[config.mk]
export PLATFORM = sky130hd
export DESIGN_NAME = panda_risc_v_ifetch_axi_master
export DESIGN_NICKNAME = d
export VERILOG_FILES = /design/src/rtl/panda_risc_v_ifetch_axi_master.sv
export SDC_FILE = /design/constraint.sdc
export NUM_CORES = 1
export LEC_CHECK = 0
export CAP_MARGIN = 5
export CORE_AREA = 4 4 103 105
export DETAILED_ROUTE_END_ITERATION = 6
export DIE_AREA = 0 0 107 109
export GPL_TIMING_DRIVEN = 0
export PLACE_DENSITY = 0.83
export SYNTH_ARGS = -nofsm -noshare
export SYNTH_HDL_FRONTEND = slang
export SYNTH_SLANG_ARGS = --single-unit
[constraint.sdc]
create_clock -name aclk -period 5.6 [get_ports aclk]
set_input_delay 1.4 -clock aclk [delete_from_list [all_inputs] [get_ports aclk]]
set_output_delay 1.4 -clock aclk [all_outputs]
set_load 0.02 [all_outputs]
[src/rtl/panda_risc_v_ifetch_axi_master.sv]
// Instruction-fetch AXI read master: issues single-beat reads for fetch PCs and returns
// instructions in order, silently consuming beats that belong to flushed fetches.
module panda_risc_v_ifetch_axi_master #(
    parameter int unsigned MAX_OUTSTANDING = 2,
    parameter int unsigned SIM_DELAY       = 1
) (
    input  logic        aclk,
    input  logic        arst,
    input  logic [31:0] fetch_req_pc,
    input  logic        fetch_req_valid,
    output logic        fetch_req_ready,
    input  logic        flush,
    output logic [31:0] fetch_resp_inst,
    output logic [31:0] fetch_resp_pc,
    output logic [1:0]  fetch_resp_err,
    output logic        fetch_resp_valid,
    input  logic        fetch_resp_ready,
    output logic [31:0] m_axi_araddr,
    output logic [1:0]  m_axi_arburst,
    output logic [7:0]  m_axi_arlen,
    output logic [2:0]  m_axi_arsize,
    output logic        m_axi_arvalid,
    input  logic        m_axi_arready,
    input  logic [31:0] m_axi_rdata,
    input  logic [1:0]  m_axi_rresp,
    input  logic        m_axi_rlast,
    input  logic        m_axi_rvalid,
    output logic        m_axi_rready
);
    localparam int unsigned CNT_W = $clog2(MAX_OUTSTANDING + 1);
    localparam int unsigned PTR_W = (MAX_OUTSTANDING > 1) ? $clog2(MAX_OUTSTANDING) : 1;

    logic [CNT_W-1:0] cnt;
    logic [CNT_W-1:0] discard_cnt;
    logic [PTR_W-1:0] wr_ptr;
    logic [PTR_W-1:0] rd_ptr;
    logic [31:0]      pc_fifo [MAX_OUTSTANDING];
    logic             fetch_hs;
    logic             r_hs;
    logic             discarding;
    logic             unused_ok;

    function automatic logic [PTR_W-1:0] ptr_inc(input logic [PTR_W-1:0] p);
        return (p == PTR_W'(MAX_OUTSTANDING - 1)) ? '0 : p + PTR_W'(1);
    endfunction

    // Single-beat INCR reads of one 32-bit word; rlast carries no information here.
    assign m_axi_arburst = 2'b01;
    assign m_axi_arlen   = 8'd0;
    assign m_axi_arsize  = 3'b010;
    assign unused_ok     = ^{m_axi_rlast, 32'(SIM_DELAY)};

    assign discarding       = (discard_cnt != '0);
    assign m_axi_rready     = ~arst & (discarding | fetch_resp_ready);
    assign r_hs             = m_axi_rvalid & m_axi_rready;
    assign fetch_req_ready  = (~m_axi_arvalid | m_axi_arready)
                            & ((cnt < CNT_W'(MAX_OUTSTANDING)) | r_hs)
                            & ~flush & ~arst;
    assign fetch_hs         = fetch_req_valid & fetch_req_ready;

    // Response path is a straight pass-through of the R channel, tagged with the FIFO head PC.
    assign fetch_resp_valid = ~arst & ~discarding & m_axi_rvalid;
    assign fetch_resp_inst  = m_axi_rdata;
    assign fetch_resp_err   = m_axi_rresp;
    assign fetch_resp_pc    = pc_fifo[rd_ptr];

    always_ff @(posedge aclk) begin
        if (arst) begin
            m_axi_arvalid <= 1'b0;
            m_axi_araddr  <= 32'd0;
            cnt           <= '0;
            discard_cnt   <= '0;
            wr_ptr        <= '0;
            rd_ptr        <= '0;
        end else begin
            if (fetch_hs) begin
                m_axi_arvalid <= 1'b1;
                m_axi_araddr  <= {fetch_req_pc[31:2], 2'b00};
            end else if (m_axi_arready) begin
                m_axi_arvalid <= 1'b0;
            end

            cnt <= cnt + CNT_W'(fetch_hs) - CNT_W'(r_hs);

            // A flush marks everything still outstanding as garbage; the beat taken this cycle is kept.
            if (flush) begin
                discard_cnt <= cnt - CNT_W'(r_hs);
            end else if (discarding && r_hs) begin
                discard_cnt <= discard_cnt - CNT_W'(1);
            end

            if (fetch_hs) begin
                wr_ptr <= ptr_inc(wr_ptr);
            end
            if (r_hs) begin
                rd_ptr <= ptr_inc(rd_ptr);
            end
        end
    end

    always_ff @(posedge aclk) begin
        if (fetch_hs) begin
            pc_fifo[wr_ptr] <= fetch_req_pc;
        end
    end

endmodule

Yosys cells after proc, flatten, opt, wreduce, memory -nomap -nowiden

Memory sizes are Yosys's and may differ from the RTL's. A register that Yosys moved wholly into a read port is not among the register bits.
Index checks and enable logic that the tools add are counted.

Add/subtract/negate cells: 6
$lt $le $gt $ge: 1
Multiplexer cells: 10
Reduce and logical (&&, ||, !) cells: 4
Bitwise operators: 15

Operators with widths:

| operator              | number |
|---|---|
| $and A1 B1 Y1         | 8 |
| $mux W1               | 8 |
| $reduce_bool A2 Y1    | 3 |
| $mux W2               | 2 |
| $not A1 Y1            | 4 |
| $sub A2 B1 Y2         | 2 |
| $or A1 B1 Y1          | 3 |
| $add A1 B1 Y1 const B | 2 |
| $add A2 B1 Y2         | 1 |
| $lt A2 B2 Y1 const B  | 1 |
| $sub A2 B1 Y2 const B | 1 |
| $logic_and A1 B1 Y1   | 1 |

Word-level logic and storage cells: 43
Flip-flop bits (word level): 37
Memory bits (writable): 64
Memories kept: 1
Output and inout bits: 115
Input bits: 74

Memory list:

| memory  | words | width | read ports | clocked after Yosys merged registers in | wr ports | RTL line | text |
|---|---|---|---|---|---|---|---|
| pc_fifo | 2     | 32    | 1          | 1                                       | 1        | 37       | `logic [31:0] pc_fifo [MAX_OUTSTANDING];` |

Depth between registers and ports, before layout

Depth in word-level cells: 11
Gate-level depth with buffers: 10
Depth with buffers taken out: 10

Worst setup path after synthesis

No wires, ideal clock.

Path type: input -> output
Start point: input arst
End point: output fetch_req_ready
Path slack: 1937 ps
Data arrival time: 2263 ps
Required time: 4200 ps
Buffers on the path: 1
Cell stages on the path: 4
Cell sequence: nand2b_4 > o21ai_1 > buf_2 > and3_1

Longest elaborated chain between the ends: 7

Ends and longest elaborated chain:

| element         | RTL line | text |
|---|---|---|
| start, declared | 8        | `input logic arst,` |
| $not A1 Y1 *    | 54, 58   |  |
| $and A1 B1 Y1   | 54       | `assign m_axi_rready = ~arst & (discarding \| fetch_resp_ready);` |
| $and A1 B1 Y1   | 55       | `assign r_hs = m_axi_rvalid & m_axi_rready;` |
| $or A1 B1 Y1    | 57       | `& ((cnt < CNT_W'(MAX_OUTSTANDING)) \| r_hs)` |
| $and A1 B1 Y1   | 57       |  |
| $and A1 B1 Y1   | 58       | `& ~flush & ~arst;` |
| $and A1 B1 Y1 * | 58       |  |
| end, declared   | 11       | `output logic fetch_req_ready,` |

Mark *: on every way between the ends. The rest lies on a longest branch, timed or not.

Worst setup path after layout

Ends and elaborated chain as after synthesis.

==> flow_summary.yaml <==
status:
  run_status: "complete, no violations"
placement:
  dpl_cell_area_mm2: 0.005837
  gp_congestion: 0.7844
  dp_hpwl_mm: 8.122
  port_buffers: 138
synth:
  synth_compound_area_share_pct: 8.264
  synthTopCellsByCount: "64 x edfxtp_1, 49 x buf_4, 38 x dfxtp_1"
  synthAdderAreaFrac_pct: 1.181
  ys_ff_latch: 102
  yosysUniqueCellTypes: 27
  yosysTopAreaCellShare_pct: 45.34
  yosysMostFrequentCell: "edfxtp_1"
  syn_area_mm2: 0.004239
  yosysSeqAreaShare_pct: 63.28
  syn_avg_cell_area_um2: 12.50
  synth_xor_xnor_area_share_pct: 1.033
  post_synth_and_or_nand_nor_area_fraction_pct: 6.110
  syn_inst: 339
  synth_top_family_by_area: "buffers and inverters"
  yosysWarnings: 0
  synth_area_leader_cell: "edfxtp_1"
  synthMuxAreaShare_pct: 8.501
  synthTopCellsByArea: "edfxtp_1 45%, dfxtp_1 18%, buf_4 8.7%"
  ys.flop_type: "edfxtp_1"
  synth_edf_count: 64
  synthArstFlopShare_pct: 0
power:
  intPower_mw: 1.282
  power_density_mw_per_mm2: 280.1
  seqPwrFrac_pct: 48.6
  p_clk_share_pct: 32.8
  p_sw_uw: 430.5
  vdd_drop_max_v: 0.0001588
  p_sw_share_pct: 25.14
  power.leakage_nw: 2.235
  combPwrFrac_pct: 18.6
cells_and_area:
  diodes: 0
  syn2layout_area_growth_pct: 44.21
  layout-drive-gt1-share_pct: 20.91
  fillers: 766
  nets: 580
  fin_area_mm2: 0.006113
  multi_input_area_mm2: 0.001121
  seqCellArea_mm2: 0.002683
grt:
  antenna_found_initial: 0
  grtUsageMet1_pct: 20.83
  top_usage_layer: "met2"
  grt_pass1_vias: 3383
  grt_util_met2_pct: 33.54
  overflow: 0
  grt_usage_pct: 18.47
  grtUsageMet3_pct: 5.388
  grt_pass1_wl_mm: 16.75
  grt_max_degree: 33
timing:
  finClkSkew_ns: 0.01318
  slew_headroom_pct: 47.16
  hold_slack_ns: 0.4815
  timing.fmax_ghz: 0.2039
  hold_viol: 0
  slew_violations: 0
  tns_ns: 0
  rsz0062_at_grt: "false"
  fin_crit_sh_pct: 87.57
  setup_viol_count_final: 0
  worst_pin_slew_ns: 0.7926
  fin_crit_ns: 4.904
critical_path:
  slowest_delay_ns: 0.61
  path_delay_family: "buffers and inverters"
  crit_path_end_kind: "output port"
  crit_top_cell: "clkdlybuf4s50_1"
  start_kind: "input pin"
  critical_path_required_ns: 4.20
  cp_cell_sequence: "clkdlybuf4s50_1 > nand2b_4 > o21ai_1 > buf_2 > and3_1 > clkdlybuf4s50_1"
  path_max_fanout: 10
  cp.arrival_ns: 3.50
  cpMaxStageDelayCell: "clkdlybuf4s50_1"
  critPathKind: "input pin to output port"
  crit_buf_inv: 3
job:
  max_cap_violations: 0
floorplan:
  die_width_um: 107
  die_y_um: 109
  ioPinCount: 189
  start_util_pct: 43.98
  core_mm2: 0.009639
  rows: 36
  die_area_mm2: 0.01166
clocking:
  ctsResizeCount: 0
  cts_inserted_buffers: 9
  cts_max_path_buffers: 2
  cts-root-buf: "clkbuf_8"
  postCtsSetupBuffers: 0
  htree_levels: 3
  cts_tree: "yes"
  clk_pin_slew_worst_paths_ns: 0.09
  insertion_delay_ns: 0.36
  numClockSinks: 102
  hold_buffers: 0
routing:
  ant_nets: 0
  drc: 0
  routed_wl_mm: 10.80
  drt_iter0_markers: 116
  wl_per_cell_um: 16.88
  via_count: 3093
  via_per_inst: 4.833
  dr.pass1.iters: 4
worst_hold_path:
  holdCritPathClass: "register to register"
per-layer routing:
metal / wire, um / vias up / part of all wire (%)
met5: 0 / - / 0
met4: 140 / 0 / 1.3
met3: 819 / 12 / 7.6
met2: 5641 / 138 / 52
met1: 4200 / 1474 / 39
li1: - / 1469 / -
path summary, 6_finish.rpt:
| path | depth (start not counted) | end | slack, ns | start |
|---|---|---|---|---|
| max | 6 | fetch_req_ready | 0.70 | arst |
| min | 2 | m_axi_araddr[18] | 0.48 | m_axi_araddr[18] |
| max reg2reg | 7 | pc_fifo[0][26] | 3.10 | discard_cnt[0] |
| min reg2reg | 2 | m_axi_araddr[18] | 0.48 | m_axi_araddr[18] |
cell families (layout without fill, tap and decap cells):
| kind of cell | after synthesis | after routing |
|---|---|---|
| AOI/OAI and AO/OA | 68 | 68 |
| xor gates and xnor gates | 5 | 5 |
| adders and majority gates | 4 | 4 |
| buffers and inverters | 76 | 231 |
| DFF | 102 | 102 |
| muxes | 32 | 32 |
| other | 2 | 15 |
| and+or+nand+nor | 50 | 50 |
cell type report:
cell class	instances	area share (%)
sequential	102	43.88
timing repair buffer	139	23.05
buffer	70	7.573
clock buffer	9	2.026
tap	133	2.722
inverter	6	0.3684
multi-input combinational	174	18.34
clock inverter	7	2.047
cell usage in the layout (no fill, tap or decap), types with 9 or more instances in the layout:
master | Yosys | routed
clkdlybuf4s50_1 | 0 | 138
mux2_2 | 24 | 24
edfxtp_1 | 64 | 64
nor2_1 | 9 | 9
o21ai_0 | 24 | 24
clkbuf_8 | 0 | 9
buf_4 | 49 | 49
conb_1 | 2 | 15
nand3_1 | 31 | 31
a21oi_1 | 32 | 32
buf_2 | 9 | 9
dfxtp_1 | 38 | 38
power by group through the flow:
| stage | Combinational (mW) | Clock (mW) | Sequential [mW] |
|---|---|---|---|
| floorplan | 0.166 | 0 | 0.858 |
| global placement | 0.311 | 0 | 0.849 |
| detailed placement | 0.318 | 0 | 0.850 |
| CTS | 0.320 | 0.572 | 0.833 |
| global route | 0.342 | 0.598 | 0.835 |
| finish | 0.319 | 0.561 | 0.832 |
worst min-delay path, cell delays in order, from the launching register on:
cell     delay [ns]
dfxtp_1        0.32
o21ai_0        0.06
a21oi_1        0.06
metrics by stage:
step | std cells | utilization [%] | power, mW | setup WS, ns
floorplan | 352 | - | 1.024 | 1.937
global placement | 623 | 60.54 | 1.159 | 0.6893
detailed placement | 623 | 60.55 | 1.168 | 0.7121
CTS | 639 | 63.14 | 1.724 | 0.6728
global route | 640 | 63.42 | 1.775 | 0.6021
finish | 640 | 63.42 | 1.712 | 0.6961
state kept, by name, summed over array words and instances (netlist names), named ones only:
register	cells
cnt	2
discard_cnt	2
m_axi_araddr	30
m_axi_arvalid	1
pc_fifo	64
rd_ptr	1
wr_ptr	1
No activity file was read; power rests on OpenSTA's default activity.
==> RTL change: new RTL, config.mk and constraints unchanged <==
Change the parameter `MAX_OUTSTANDING` from 2 to 1.
--- a/src/rtl/panda_risc_v_ifetch_axi_master.sv
+++ b/src/rtl/panda_risc_v_ifetch_axi_master.sv
@@ -3,3 +3,3 @@
 module panda_risc_v_ifetch_axi_master #(
-    parameter int unsigned MAX_OUTSTANDING = 2,
+    parameter int unsigned MAX_OUTSTANDING = 1,
     parameter int unsigned SIM_DELAY       = 1
Formal check against the unedited RTL: not equivalent (a bounded check fails within 4 cycles, from zero or initial values and one cycle with arst high).
==> RTL change against the original RTL <==
- clock power down 20%
- synthesized area down 40%
- design area is 28% lower
- worst setup slack gained 0.076 ns
- routed wire length down 30%
- global-route usage shrank 5.8 points
- core utilization is 18 points lower
- synthesized cell count shrank 30%
- total power fell by 32%
- sequential cell count fell by 37
- count of clock-buffer cells in the layout up 5
- largest power group unchanged
- highest routed layer unchanged
==> RTL change: results (changes against the original RTL) <==
Layout
  – Fraction of area in registers: 37.1% (-6.8 points)
  – Multi-input gate count: 125 (-28%)
  – Non-clock inverter instance count of the final layout: 2 (-4)
  – Non-clk buf share: 40.9% (+10 points)
  – Nets: 474 (-18%)
  – Largest registers: pc_fifo x32, m_axi_araddr x30
  – Multi-input gate area: 567 sq um (-49%)

Yosys
  – Post-Syn Instances: 238 (-30%)
  – Top FF cell, synth: dfxtp_1
  – Synthesized area per cell: 10.8 sq um (-14%)
  – Post-synth EDFFs: 32 (-50%)

Placement
  – Dpl ws: 0.759 ns (+0.0469 ns)
  – Placed cell area: 4150 sq um (-29%)
  – Input/output buffers: 137 (-0.72%)
  – GPL Wtd Cong: 0.707 (-9.9%)
  – Placed Instances: 521 (-16%)

Global routing
  – Vias in the first global route: 2178 (-36%)
  – Largest net degree at the start of global routing: 42 (+27%)
  – Total GRT Usage: 12.7% (-5.8 points)

Power and ir drop
  – P_leak: 1.66 nW (-26%)
  – Peak supply drop: 0.0000894 V (-44%)

Detailed routing
  – Initial DRC Count: 71 (-39%)
  – Routed vias/inst: 4.01 (-17%)
  – Final wirelength: 7550 microns (-30%)

Setup path
  – Register-to-register setup slack: 2.98 ns (-0.12 ns)
  – Slowest Stage Delay on Critical Path: 0.63 ns (+0.02 ns)

Hold path
  – Hold Crit Start: m_axi_araddr[24]$_SDFFE_PP0P_

CTS
  – Latest clock arrival within the worst-skew pair: 0.34 ns (-0.02 ns)

Outcome
  – Status: completed
-- RTL change: changes by cell type after synthesis, sizes merged, moves of 4 or more --
cell	unedited run	this run
o21ai	32	1
xnor2	4	0
dfxtp	38	33
nand2	1	61
clkbuf	12	6
buf	58	53
edfxtp	64	32
inv	6	2
nand3	31	0
mux2	32	0
-- RTL change: report_power, final --
group          leakage, nW  total (mW)  internal [mW]  switching (mW)
sequential           0.561       0.522          0.516         0.00629
combinational        0.985       0.195          0.102          0.0934
clock                0.111       0.446          0.276           0.171
-- RTL change: kinds of logic (layout without fill, tap and decap cells) --
kind of cell    count (synthesis)  count (layout)  share of synthesized area [%]
simple gates                   75              75                           12.8
flops                          65              65                           63.3
buf+inv                        61             214                           16.5
compound gates                 34              34                           6.64
other cells                     2              15                          0.293
fa+ha+maj                       1               1                          0.488
-- RTL change: metal layers --
layer,GRT usage [%],wire [microns],vias to the layer above
met5,0,0,-
met4,5.75,99,0
met3,5.03,763,9
met2,22.0,3670,137
met1,13.5,3020,970
li1,-,-,1038
